--- config.mk ---
export PLATFORM = sky130hd
export DESIGN_NAME = mem_stage
export DESIGN_NICKNAME = d
export VERILOG_FILES = /design/src/rtl/mem_stage_pkg.sv /design/src/rtl/mem_lane.sv /design/src/rtl/mem_stage.sv
export SDC_FILE = /design/constraint.sdc
export NUM_CORES = 1
export LEC_CHECK = 0
export ABC_CLOCK_PERIOD_IN_PS = 8600
export CAP_MARGIN = 15
export CORE_MARGIN = 1.5
export CORE_UTILIZATION = 54
export CTS_CLUSTER_SIZE = 25
export DETAILED_ROUTE_END_ITERATION = 10
export GPL_ROUTABILITY_DRIVEN = 0
export PLACE_DENSITY = 0.87
export SYNTH_ARGS = -nofsm -noshare
export SYNTH_HDL_FRONTEND = slang
export SYNTH_SLANG_ARGS = --single-unit
--- constraint.sdc ---
create_clock -name clk -period 8.6 [get_ports clk]
set_clock_uncertainty 0.05 [all_clocks]
set_input_delay 1.29 -clock clk [delete_from_list [all_inputs] [get_ports clk]]
set_output_delay 1.29 -clock clk [all_outputs]
set_load 0.01 [all_outputs]
--- src/rtl/mem_stage_pkg.sv ---
// Shared types for the memory stage: the execute->mem Signals bundle,
// memory access types, branch conditions and the stage FSM states.
package mem_stage_pkg;

  localparam int unsigned XLEN  = 32;
  localparam int unsigned REG_W = 5;
  localparam int unsigned BE_W  = XLEN / 8;

  typedef enum logic [2:0] {
    LoadByte  = 3'd0,
    LoadHalf  = 3'd1,
    LoadWord  = 3'd2,
    LoadByteU = 3'd3,
    LoadHalfU = 3'd4
  } mem_type_e;

  typedef enum logic [2:0] {
    Never    = 3'd0,
    Always   = 3'd1,
    Zero     = 3'd2,
    NotZero  = 3'd3,
    Carry    = 3'd4,
    NotCarry = 3'd5
  } cond_e;

  typedef enum logic {
    IDLE = 1'b0,
    WAIT = 1'b1
  } mem_state_e;

  typedef struct packed {
    logic zero;
    logic carry;
  } flags_t;

  typedef struct packed {
    logic [XLEN-1:0]  wdata;
    logic [XLEN-1:0]  reg2;
    logic             memr;
    logic             memw;
    mem_type_e        memt;
    logic             wback;
    logic [REG_W-1:0] wreg;
    cond_e            cond;
    flags_t           flags;
    logic [XLEN-1:0]  branch;
  } signals_t;

  // Resolve a conditional control transfer against the ALU flags.
  function automatic logic cond_taken(input cond_e c, input flags_t f);
    logic taken;
    taken = 1'b0;
    case (c)
      Always:   taken = 1'b1;
      Zero:     taken = f.zero;
      NotZero:  taken = !f.zero;
      Carry:    taken = f.carry;
      NotCarry: taken = !f.carry;
      default:  taken = 1'b0;
    endcase
    return taken;
  endfunction

endpackage

--- src/rtl/mem_lane.sv ---
// Byte-lane steering for data memory: store enables/replication,
// load extraction with sign/zero extension, and alignment checking.
module mem_lane
  import mem_stage_pkg::*;
(
  input  mem_type_e       memt_i,
  input  logic [1:0]      off_i,
  input  logic [XLEN-1:0] reg2_i,
  input  logic [XLEN-1:0] rdata_i,
  output logic [BE_W-1:0] be_o,
  output logic [XLEN-1:0] wdata_o,
  output logic [XLEN-1:0] load_ext_o,
  output logic            misaligned_o
);

  logic            is_byte;
  logic            is_half;
  logic            is_signed;
  logic [XLEN-1:0] shifted;

  always_comb begin
    is_byte   = 1'b0;
    is_half   = 1'b0;
    is_signed = 1'b0;
    case (memt_i)
      LoadByte:  begin is_byte = 1'b1; is_signed = 1'b1; end
      LoadByteU: is_byte = 1'b1;
      LoadHalf:  begin is_half = 1'b1; is_signed = 1'b1; end
      LoadHalfU: is_half = 1'b1;
      default:   ;
    endcase
  end

  // Bring the addressed byte/half down to bit 0.
  assign shifted = rdata_i >> {off_i, 3'b000};

  always_comb begin
    be_o         = {BE_W{1'b1}};
    wdata_o      = reg2_i;
    load_ext_o   = rdata_i;
    misaligned_o = |off_i;
    if (is_byte) begin
      be_o         = BE_W'(1) << off_i;
      wdata_o      = {BE_W{reg2_i[7:0]}};
      load_ext_o   = {{(XLEN-8){is_signed & shifted[7]}}, shifted[7:0]};
      misaligned_o = 1'b0;
    end else if (is_half) begin
      be_o         = BE_W'(3) << off_i;
      wdata_o      = {(BE_W/2){reg2_i[15:0]}};
      load_ext_o   = {{(XLEN-16){is_signed & shifted[15]}}, shifted[15:0]};
      misaligned_o = off_i[0];
    end
  end

endmodule

--- src/rtl/mem_stage.sv ---
// Memory pipeline stage: issues loads/stores on a req/ack bus, extends load
// data, resolves conditional redirects and back-pressures execute while busy.
module mem_stage
  import mem_stage_pkg::*;
#(
  parameter int unsigned BUS_TIMEOUT = 255
) (
  input  logic            clk,
  input  logic            rst_n,
  input  signals_t        i_signals,
  input  logic            i_valid,
  output logic            stall,
  output signals_t        o_signals,
  output logic            o_valid,
  output logic            redirect_valid,
  output logic [XLEN-1:0] redirect_pc,
  output logic            o_fault,
  output logic            dmem_req,
  output logic            dmem_we,
  output logic [XLEN-1:0] dmem_addr,
  output logic [BE_W-1:0] dmem_be,
  output logic [XLEN-1:0] dmem_wdata,
  input  logic            dmem_ack,
  input  logic [XLEN-1:0] dmem_rdata
);

  localparam int unsigned CNT_W = (BUS_TIMEOUT > 1) ? $clog2(BUS_TIMEOUT) : 1;

  mem_state_e      state_q, state_d;
  signals_t        bundle_q, bundle_d;
  logic [CNT_W-1:0] cnt_q, cnt_d;

  signals_t        o_signals_q, o_signals_d;
  logic            o_valid_q, o_valid_d;
  logic            o_fault_q, o_fault_d;
  logic            redirect_valid_q, redirect_valid_d;
  logic [XLEN-1:0] redirect_pc_q, redirect_pc_d;
  logic            req_q, req_d;
  logic            we_q, we_d;
  logic [XLEN-1:0] addr_q, addr_d;
  logic [BE_W-1:0] be_q, be_d;
  logic [XLEN-1:0] wdata_q, wdata_d;

  signals_t        sel;
  logic [BE_W-1:0] lane_be;
  logic [XLEN-1:0] lane_wdata;
  logic [XLEN-1:0] lane_load;
  logic            lane_mis;
  logic            mem_go;
  logic            timeout_hit;
  signals_t        done;
  logic            done_v;
  logic            done_fault;

  // Lane logic looks at the incoming bundle when idle, the latched one when waiting.
  assign sel = (state_q == WAIT) ? bundle_q : i_signals;

  mem_lane u_lane (
    .memt_i      (sel.memt),
    .off_i       (sel.wdata[1:0]),
    .reg2_i      (sel.reg2),
    .rdata_i     (dmem_rdata),
    .be_o        (lane_be),
    .wdata_o     (lane_wdata),
    .load_ext_o  (lane_load),
    .misaligned_o(lane_mis)
  );

  assign mem_go      = (sel.memr ^ sel.memw) & !lane_mis;
  assign timeout_hit = (state_q == WAIT) && !dmem_ack && (BUS_TIMEOUT != 0)
                       && (cnt_q == CNT_W'(BUS_TIMEOUT - 1));

  // A timed-out access retires with a fault, so upstream is released too.
  assign stall = (state_q == WAIT) ? !(dmem_ack | timeout_hit) : (i_valid & mem_go);

  always_comb begin
    state_d          = state_q;
    bundle_d         = bundle_q;
    cnt_d            = cnt_q;
    req_d            = req_q;
    we_d             = we_q;
    addr_d           = addr_q;
    be_d             = be_q;
    wdata_d          = wdata_q;
    o_signals_d      = o_signals_q;
    o_valid_d        = 1'b0;
    o_fault_d        = 1'b0;
    redirect_valid_d = 1'b0;
    redirect_pc_d    = redirect_pc_q;
    done             = sel;
    done_v           = 1'b0;
    done_fault       = 1'b0;

    case (state_q)
      IDLE: begin
        if (i_valid) begin
          if (!(i_signals.memr | i_signals.memw)) begin
            done_v = 1'b1;
          end else if ((i_signals.memr & i_signals.memw) | lane_mis) begin
            done_v     = 1'b1;
            done_fault = 1'b1;
            done.wback = 1'b0;
          end else begin
            state_d  = WAIT;
            bundle_d = i_signals;
            cnt_d    = '0;
            req_d    = 1'b1;
            we_d     = i_signals.memw;
            addr_d   = {i_signals.wdata[XLEN-1:2], 2'b00};
            be_d     = i_signals.memw ? lane_be : '0;
            wdata_d  = lane_wdata;
          end
        end
      end
      WAIT: begin
        if (dmem_ack) begin
          state_d = IDLE;
          req_d   = 1'b0;
          done_v  = 1'b1;
          if (bundle_q.memr) done.wdata = lane_load;
          if (bundle_q.memw) done.wback = 1'b0;
        end else if (timeout_hit) begin
          state_d    = IDLE;
          req_d      = 1'b0;
          done_v     = 1'b1;
          done_fault = 1'b1;
          done.wback = 1'b0;
        end else begin
          cnt_d = cnt_q + CNT_W'(1);
        end
      end
      default: state_d = IDLE;
    endcase

    // Retire: one o_valid pulse carrying the result and any redirect.
    if (done_v) begin
      o_valid_d        = 1'b1;
      o_signals_d      = done;
      o_fault_d        = done_fault;
      redirect_valid_d = cond_taken(done.cond, done.flags);
      if (redirect_valid_d) redirect_pc_d = done.branch;
    end
  end

  always_ff @(posedge clk or negedge rst_n) begin
    if (!rst_n) begin
      state_q          <= IDLE;
      bundle_q         <= '0;
      cnt_q            <= '0;
      req_q            <= 1'b0;
      we_q             <= 1'b0;
      addr_q           <= '0;
      be_q             <= '0;
      wdata_q          <= '0;
      o_signals_q      <= '0;
      o_valid_q        <= 1'b0;
      o_fault_q        <= 1'b0;
      redirect_valid_q <= 1'b0;
      redirect_pc_q    <= '0;
    end else begin
      state_q          <= state_d;
      bundle_q         <= bundle_d;
      cnt_q            <= cnt_d;
      req_q            <= req_d;
      we_q             <= we_d;
      addr_q           <= addr_d;
      be_q             <= be_d;
      wdata_q          <= wdata_d;
      o_signals_q      <= o_signals_d;
      o_valid_q        <= o_valid_d;
      o_fault_q        <= o_fault_d;
      redirect_valid_q <= redirect_valid_d;
      redirect_pc_q    <= redirect_pc_d;
    end
  end

  assign o_signals      = o_signals_q;
  assign o_valid        = o_valid_q;
  assign o_fault        = o_fault_q;
  assign redirect_valid = redirect_valid_q;
  assign redirect_pc    = redirect_pc_q;
  assign dmem_req       = req_q;
  assign dmem_we        = we_q;
  assign dmem_addr      = addr_q;
  assign dmem_be        = be_q;
  assign dmem_wdata     = wdata_q;

endmodule

; Yosys cells after proc, flatten, opt, wreduce, memory -nomap -nowiden
; Cells that the tools add are included.
[op_classes]
reduce_logical = 16
mux = 57
n_eq_ne = 15
n_addsub = 1
bitwise_logic = 11
n_shift = 3
[op_table]
columns = op, count
row1 = 32-bit two-way mux, 7
row2 = 112-bit two-way mux, 1
row3 = 8-bit two-way mux, 5
row4 = 1-bit two-way mux, 34
row5 = 32-bit by 5-bit right shift with 16-bit output, 1
row6 = 8-bit one-hot mux with 2 select lines, 1
row7 = 4-bit two-way mux, 3
row8 = 2-bit inequality test (second input constant), 5
row9 = 1-bit one-hot mux with 2 select lines, 5
row10 = 3-bit by 2-bit == test with 1-bit output (second input constant), 3
row11 = 3-bit == test (second input constant), 3
row12 = 8-bit by 1-bit adder with 8-bit output (second input constant), 1
row13 = 8-bit == test (second input constant), 1
row14 = 4-bit AND reduction, 2
row15 = 2-bit OR reduction, 4
row16 = 3-bit by 1-bit == test with 1-bit output (second input constant), 2
row17 = 1-bit AND, 5
row18 = 1-bit zero test, 5
row19 = 1-bit one-hot mux with 5 select lines, 1
row20 = 5-bit AND reduction, 1
row21 = 1-bit by 2-bit << shifter with 4-bit output (first input constant), 1
row22 = 2-bit by 2-bit << shifter with 4-bit output (first input constant), 1
row23 = 3-bit zero test, 1
row24 = 3-bit by 2-bit inequality test with 1-bit output (second input constant), 1
row25 = 5 further kinds, 9
[word_totals]
elab_cells = 135
output_inout_bits = 218
input_bits = 148
reg_bits = 335

; Depth between registers and ports, before layout
[depth]
word_depth = 13
mapped_depth = 13
depth_no_buf = 8

; Modules after synthesis
; From an unflattened synthesis, not the netlist that was laid out.
[unflattened]
hier_cells = 1650
hier_area_um2 = 14527.7
[by_module_without_submodules]
columns = module, cells_per_inst, area_per_inst_um2, seq_area_each_um2, instances
row1 = mem_stage, 1420, 13225.2, 7632.3, 1
row2 = mem_lane, 230, 1302.5, 0.0, 1

; Worst setup path after synthesis
; No wires, ideal clock.
[synth_path]
path_type = in2out
from = in i_signals[80] (netlist bit)
to = out stall
path_stages = 9
arrival_ns = 3.249
required_time_ns = 7.260
n_path_buf = 4
slack_ns = 4.011
path_cell_list = buf_2 mux2i_1 clkbuf_1 ha_1 o22ai_4 or3_1 clkbuf_1 buf_2 nand2_1
[synth_via]
elab_chain_len = 8
[synth_lines]
columns = element, line_no
row1 = from (decl), mem_stage.sv:10  ; input signals_t i_signals,
row2 = 112-bit two-way mux (*), mem_stage.sv:56  ; assign sel = (state_q == WAIT) ? bundle_q : i_signals;
row3 = 2-bit OR reduction, mem_lane.sv:41  ; misaligned_o = |off_i;
row4 = 1-bit two-way mux (*), mem_lane.sv:47  ; end else if (is_half) begin
row5 = 1-bit two-way mux (*), mem_lane.sv:42  ; if (is_byte) begin
row6 = 1-bit zero test (*), mem_stage.sv:69  ; assign mem_go = (sel.memr ^ sel.memw) & !lane_mis;
row7 = 1-bit AND (*), mem_stage.sv:69
row8 = 1-bit AND (*), mem_stage.sv:74  ; assign stall = (state_q == WAIT) ? !(dmem_ack | timeout_hit) : (i_valid & mem_go);
row9 = 1-bit two-way mux (*), mem_stage.sv:74
row10 = to (decl), mem_stage.sv:12  ; output logic stall,
; Every way passes the cells marked *; elsewhere a longest branch is shown, timed or not.

; Final worst setup path
[layout_path]
from = in i_signals[44] (netlist bit)
to = out stall
[layout_via]
elab_chain_len = 10
word_cells_on_any_way = 15
classes_between = eq/ne: 3 / mux: 6 / bitwise: 2 / reduce/logical: 4
[layout_lines]
columns = element, line_no
row1 = 112-bit two-way mux (*), mem_stage.sv:56
row2 = 3-bit == test or 3-bit by 1-bit == test with 1-bit output (tied branches), mem_lane.sv:25  ; case (memt_i)
row3 = 2-bit OR reduction (no line), n/a
row4 = 1-bit two-way mux, mem_lane.sv:25
row5 = 1-bit two-way mux, mem_lane.sv:47
row6 = 1-bit two-way mux (*), mem_lane.sv:42
row7 = 1-bit zero test (*), mem_stage.sv:69
row8 = 1-bit AND (*), mem_stage.sv:69
row9 = 1-bit AND (*), mem_stage.sv:74
row10 = 1-bit two-way mux (*), mem_stage.sv:74
; Marked as above.

==> results.md <==
- Number of synthesized flops with an enable pin: 0
- Skew-Pair Late Insertion Delay: 560 ps
- Root Buffer: clkbuf_16
- Row Count: 60
- Util after Layout: 0.717
- Top_reg_cell synth: dfrtp_1
- Share of post-route cells with drive strength above 1: 0.106
- Rel. slew slack: 0.223
- Data arrival, critical path: 4450 ps
- Final critical-path required period: 5790 ps
- Pwr dens: 380 mW/mm^2
- CTS Buffer Depth: 3
- Post-Synth Simple-Gate Area: 0.163
- Gr ovfl total: 0
- Status: finished, final reports clean
- Yosys reg bits: 305
- Ys Warns: 0
- H-Tree Depth: 1
- Kind of critical path: in -> out
- Xor-xnor portion of the synthesized cell area: 0.00598
- Core area: 0.0268 sq mm
- Dpl ws: 2350 ps
- Vias in the first global route: 12800
- CP Capture Type: output pin
- Final Setup Violations: 0
- Initial Utilization: 0.546
- DRT iter0 DRCs: 1287
- Initial DRT Pass Iterations: 5
- Antenna viol nets, final: 0
- CTS Sinks: 305
- Post-Synth Adder-Cell Area: 0.00581
- Worst-path maximum fanout: 68
- CP startpoint kind: primary input
- Via Count: 12600
- First-pass GRT wire length: 70.0 mm
- Post-cts resize count: 0
- Data required time at the worst endpoint: 7260 ps
- Fmax: 0.173 GHz
- DR vias/cell: 5.81
- Post-synthesis compound-gate area fraction: 0.116
- Post-Syn Instances: 1523
- Area after DPL: 0.0182 sq mm
- Leakage: 0.00858 uW
- IR drop worst, VDD: 244 uV
- Asr flop ratio synth: 1.00
- Type of the worst min-delay path: reg -> reg
- GRT Util Overall: 0.318
- Pin count of the biggest net entering global routing: 152
- Clk slew on worst S/H paths: 60 ps
- Port buffer count: 363
- Post-Syn Area: 0.0146 sq mm
- Dpl hpwl: 30.0 mm
- Avg Cell Area, Syn: 9.61 sq um
- Die width: 168 microns
- Setup repair bufs after CTS: 0
- NumNets Final: 1961
- Yosys cell types: 59
- DRC viols: 0
- Setup slack after layout: 2810 ps
- Fill count: 1845
- Die Height: 168 microns
- RSZ-0062 raised after global routing: no
- Final period util: 0.673
- CTS Hold Buffers Added: 0
- Final Hold Vio Count: 0
- R2r setup slk: 4250 ps
- Drt total wl: 44.8 mm
- Most common cell after layout, fill and taps aside: nand2_1
- Die area: 0.0281 sq mm
- Post-synthesis mux area share: 0.136
- Num CTS Buffers: 31
- Sequential area share after synthesis: 0.521
- Cell area after layout: 0.0192 sq mm
- Drt wl/cell: 20.6 microns
- Worst Hold Slack: 418 ps
- TritonCTS clock tree: yes
- Commonest non-fill, non-tap cells in the layout: nand2_1, clkdlybuf4s50_1, dfrtp_1
- Worst slew pin tran: 1160 ps
- Ports: 366
- Setup_tns: 0 ps
- Largest family of logic cells by synthesized area: simple AND/OR/NAND/NOR gates
- Max_cap viols: 0
- Area growth syn-to-layout: 31.3%
- Initial antenna violation count: 5
- Slew Limit Fails: 0
==> sequential cells by signal (all words and copies together), names as in the netlist <==
signal	flops
state_q	1
o_signals	112
o_valid	1
redirect_valid	1
redirect_pc	32
bundle_q	110
dmem_req	1
dmem_we	1
dmem_addr	1
dmem_wdata	32
cnt_q	8
dmem_be	4
o_fault	1
==> synth_stat cells (all sizes together) (6+ instances only) <==
master / instances / share of area
a221oi: 8 / 0.0048
a211oi: 8 / 0.0050
a22oi: 8 / 0.0041
a21boi: 7 / 0.0036
o211ai: 21 / 0.011
mux2: 100 / 0.077
a21oi: 44 / 0.015
o21ai: 117 / 0.040
xor2: 6 / 0.0036
dfrtp: 305 / 0.52
a22o: 7 / 0.0042
buf: 81 / 0.036
ha: 6 / 0.0051
mux4: 8 / 0.012
inv: 13 / 0.0033
clkbuf: 52 / 0.013
o31ai: 7 / 0.0036
or3: 7 / 0.0030
nor2: 84 / 0.022
nand2: 488 / 0.13
o32ai: 7 / 0.0042
mux2i: 67 / 0.046
==> worst max-delay path: stages <==
cell             delay [ps]
clkdlybuf4s50_1         480
mux2i_1                 560
mux2_4                  450
o22ai_4                 150
or3_4                   700
nand2_1                 210
clkdlybuf4s50_1         590
==> power breakdown <==
part	total, uW	internal [uW]	switching [uW]
clock network	1370	799	567
logic	3320	1660	1660
registers	2620	2120	500
==> layout make-up <==
cell class	instances	area (sq um)	share of cell area
inverter	13	48.8	0.00254
timing repair buffer	383	3800	0.198
clock buffer	43	881	0.0458
sequential	305	7640	0.397
clock inverter	12	138	0.00716
multi-input combinational	1073	6270	0.326
antenna	4	10.0	0.000521
tap	341	427	0.0222
==> layer usage <==
metal	global-route usage	up-vias	part of all wire
met3	0.0931	161	0.099
li1	-	5691	-
met1	0.372	6132	0.37
met4	0.163	2	0.055
met2	0.532	643	0.48
met5	0	-	0.00029
==> per-stage QoR <==
step / instances / power, uW
CTS: 2167 / 7300
floorplan: 1524 / 4370
global route: 2174 / 7700
detailed placement: 2112 / 5890
global placement: 2112 / 5750
finish: 2174 / 7300
==> worst paths after layout <==
check | start | to | cells past startpoint
max in group asynchronous | rst_n | state_q$_DFF_PN0_ | 2
max | i_signals[44] | stall | 7
min reg2reg | dmem_wdata[15]$_DFFE_PN0P_ | dmem_wdata[15]$_DFFE_PN0P_ | 2
max reg2reg | state_q$_DFF_PN0_ | o_signals[87]$_DFFE_PN0P_ | 8
min in group asynchronous | rst_n | dmem_wdata[13]$_DFFE_PN0P_ | 1
min | dmem_wdata[15]$_DFFE_PN0P_ | dmem_wdata[15]$_DFFE_PN0P_ | 2
==> cells by family after synthesis <==
logic type      after synthesis
xor+xnor                     10
other cells                   1
fa+ha+maj                     7
mux                         175
compound gates              269
simple gates                610
flops                       305
buf+inv                     146
No activity file was read; power rests on OpenSTA's default activity.
==> RTL change: new RTL, same flow settings <==
The parameter `BUS_TIMEOUT` goes from 255 to 510.
--- a/src/rtl/mem_stage.sv
+++ b/src/rtl/mem_stage.sv
@@ -3,7 +3,7 @@
 module mem_stage
   import mem_stage_pkg::*;
 #(
-  parameter int unsigned BUS_TIMEOUT = 255
+  parameter int unsigned BUS_TIMEOUT = 510
 ) (
   input  logic            clk,
   input  logic            rst_n,
Check against the original RTL: not settled (the Yosys comparison gave no result); the edit may change what the design does.
==> RTL change against the original RTL <==
  * Count of clock-buffer cells in the layout rose by 7
  * Register-to-register slack got worse by 610 ps
  * Synthesized area rose by 0.27%
  * Non-clock buffer count fell by 4
  * Wire length rose by 1.7%
  * Setup slack got worse by 490 ps
  * Sequential share of layout area fell by 0.058 points
  * Combinational power fell by 2%
  * Total power rose by 0.90%
  * First-iteration DRC count rose by 30%
  * Sequential cell count rose by 1
  * Final area rose by 0.48%
  * Highest routed layer is now met4
==> RTL change: results (changes against the original RTL) <==
Run status
  – Status: finished, final reports clean (unchanged)

GRT
  – Largest net degree at the start of global routing: 212 (was 152)
  – First-pass GRT wire length: 70,700 um (was 70,000 um)
  – GRT Total Usage: 0.320 (was 0.318)
  – Antenna violations before repair: 2 (was 5)

Worst setup path
  – Worst R2R End: dmem_wdata[11] (was o_signals[87])
  – Crit-path slowest cell: buf_4 (was or3_4)
  – Crit Path Max Fanout: 64 (was 68)
  – Arrival time at the worst endpoint: 4940 ps (was 4450 ps)

Placement
  – Post-Place Cell Area: 18,100 um2 (was 18,200 um2)
  – Pre-CTS setup slack: 2450 ps (was 2350 ps)

Timing
  – Least-Margin Pin Slew: 1140 ps (was 1160 ps)
  – Min cycle time layout: 6280 ps (was 5790 ps)

Synthesis
  – Post-synth top cells: 486 x nand2_1, 306 x dfrtp_1, 166 x o21ai_0, 100 x mux2i_1, 67 x nor2_1 (was 488 x nand2_1, 305 x dfrtp_1, 117 x o21ai_0, 98 x mux2_2, 84 x nor2_1)
  – Synth cell types: 65 (was 59)
  – Leading post-synthesis cells by cell area: dfrtp_1 52%, nand2_1 12%, mux2i_1 6.8%, o21ai_0 5.7%, buf_4 2.2% (was dfrtp_1 52%, nand2_1 13%, mux2_2 7.5%, mux2i_1 4.6%, o21ai_0 4.0%)

Min path
  – Hold path startpoint: bundle_q[17] (was dmem_wdata[15])
  – Hold endpoint: bundle_q[17] (was dmem_wdata[15])

Final layout
  – Share of layout cells above drive strength 1: 0.0489 (was 0.106)
  – Filler instances: 1,912 (was 1,845)
  – # nets final: 2,013 (was 1,961)

Clock tree
  – TritonCTS Buffers: 35 (was 31)
  – Clock Latency Late Sink: 530 ps (was 560 ps)

Routing
  – Initial detailed-routing violation count: 1,670 (was 1,287)
  – Via count: 13,100 (was 12,600)
  – Drt wl/cell: 20.5 um (was 20.6 um)

Power and ir drop
  – IR drop worst, VDD: 0.251 mV (was 0.244 mV)
[RTL change: cell types whose count changed in the layout (fill, tap and decap cells not counted), moves of 14 or more]
cell	unedited run	this run
mux2_2	98	3
o21ai_0	116	165
mux2i_1	66	99
o31ai_1	7	34
nor2_1	84	67
a21oi_1	44	59
a21o_1	5	19
nand3_1	4	18
[RTL change: metrics by stage]
| step | cells | total power, W | hold slack [ps] | utilization |
|---|---|---|---|---|
| floorplan | 1589 | 0.00429 | 390 | - |
| global placement | 2161 | 0.00565 | 405 | 0.675 |
| detailed placement | 2161 | 0.00577 | 412 | 0.675 |
| CTS | 2221 | 0.00735 | 426 | 0.720 |
| global route | 2225 | 0.00778 | 440 | 0.720 |
| finish | 2225 | 0.00737 | 425 | 0.720 |
[RTL change: final cells by class]
type | count | area (um2) | share of cell area
sequential | 306 | 7660 | 0.397
multi-input combinational | 1122 | 6190 | 0.320
timing repair buffer | 379 | 3780 | 0.196
clock buffer | 50 | 1040 | 0.0540
tap | 341 | 427 | 0.0221
clock inverter | 10 | 146 | 0.00758
inverter | 15 | 56.3 | 0.00292
antenna | 2 | 5.00 | 0.000259
[RTL change: logic make-up after synthesis]
group / count (synthesis) / synth area share
buffers and inverters: 161 / 0.0596
flip-flops: 306 / 0.522
other: 1 / 0.000255
multiplexers: 108 / 0.0757
XOR/XNOR: 12 / 0.00767
adder cells (fa/ha/maj): 7 / 0.00580
AND/OR/NAND/NOR: 610 / 0.164
AO/OA/AOI/OAI: 383 / 0.165
[RTL change: metal layers]
layer | track usage | up-vias | wire (um) | part of all wire
li1 | - | 5950 | - | -
met1 | 0.400 | 6324 | 17300 | 0.38
met2 | 0.518 | 711 | 21500 | 0.47
met3 | 0.0957 | 132 | 4790 | 0.11
met4 | 0.141 | 0 | 1970 | 0.043
met5 | 0 | - | 0 | 0
[RTL change: power groups by stage]
stage          registers [W]  logic (W)  clock network (W)
2_1_floorplan        0.00265    0.00164                  0
3_3_place_gp         0.00254    0.00311                  0
3_5_place_dp         0.00257    0.00321                  0
4_1_cts              0.00256    0.00324            0.00155
5_1_grt              0.00264    0.00352            0.00162
6_report             0.00257    0.00326            0.00154
[RTL change: worst max-delay path by stage]
| stage | cells after the start | startpoint | endpoint |
|---|---|---|---|
| 3_5_place_dp | 7 | i_signals[81] | stall |
| 3_3_place_gp | 7 | i_signals[45] | stall |
| 4_1_cts | 7 | state_q | stall |
| 6_report | 7 | state_q | stall |
| 2_1_floorplan | 10 | i_signals[80] | stall |
| 5_1_grt | 7 | state_q | stall |
[RTL change: worst reg2reg max path: stages, from the launching register on]
cell	delay [ps]
dfrtp_4	540
buf_4	810
mux2i_4	570
mux2_4	450
o221a_2	400
nand3_4	640
buf_4	970
a211oi_1	210
a21o_1	220
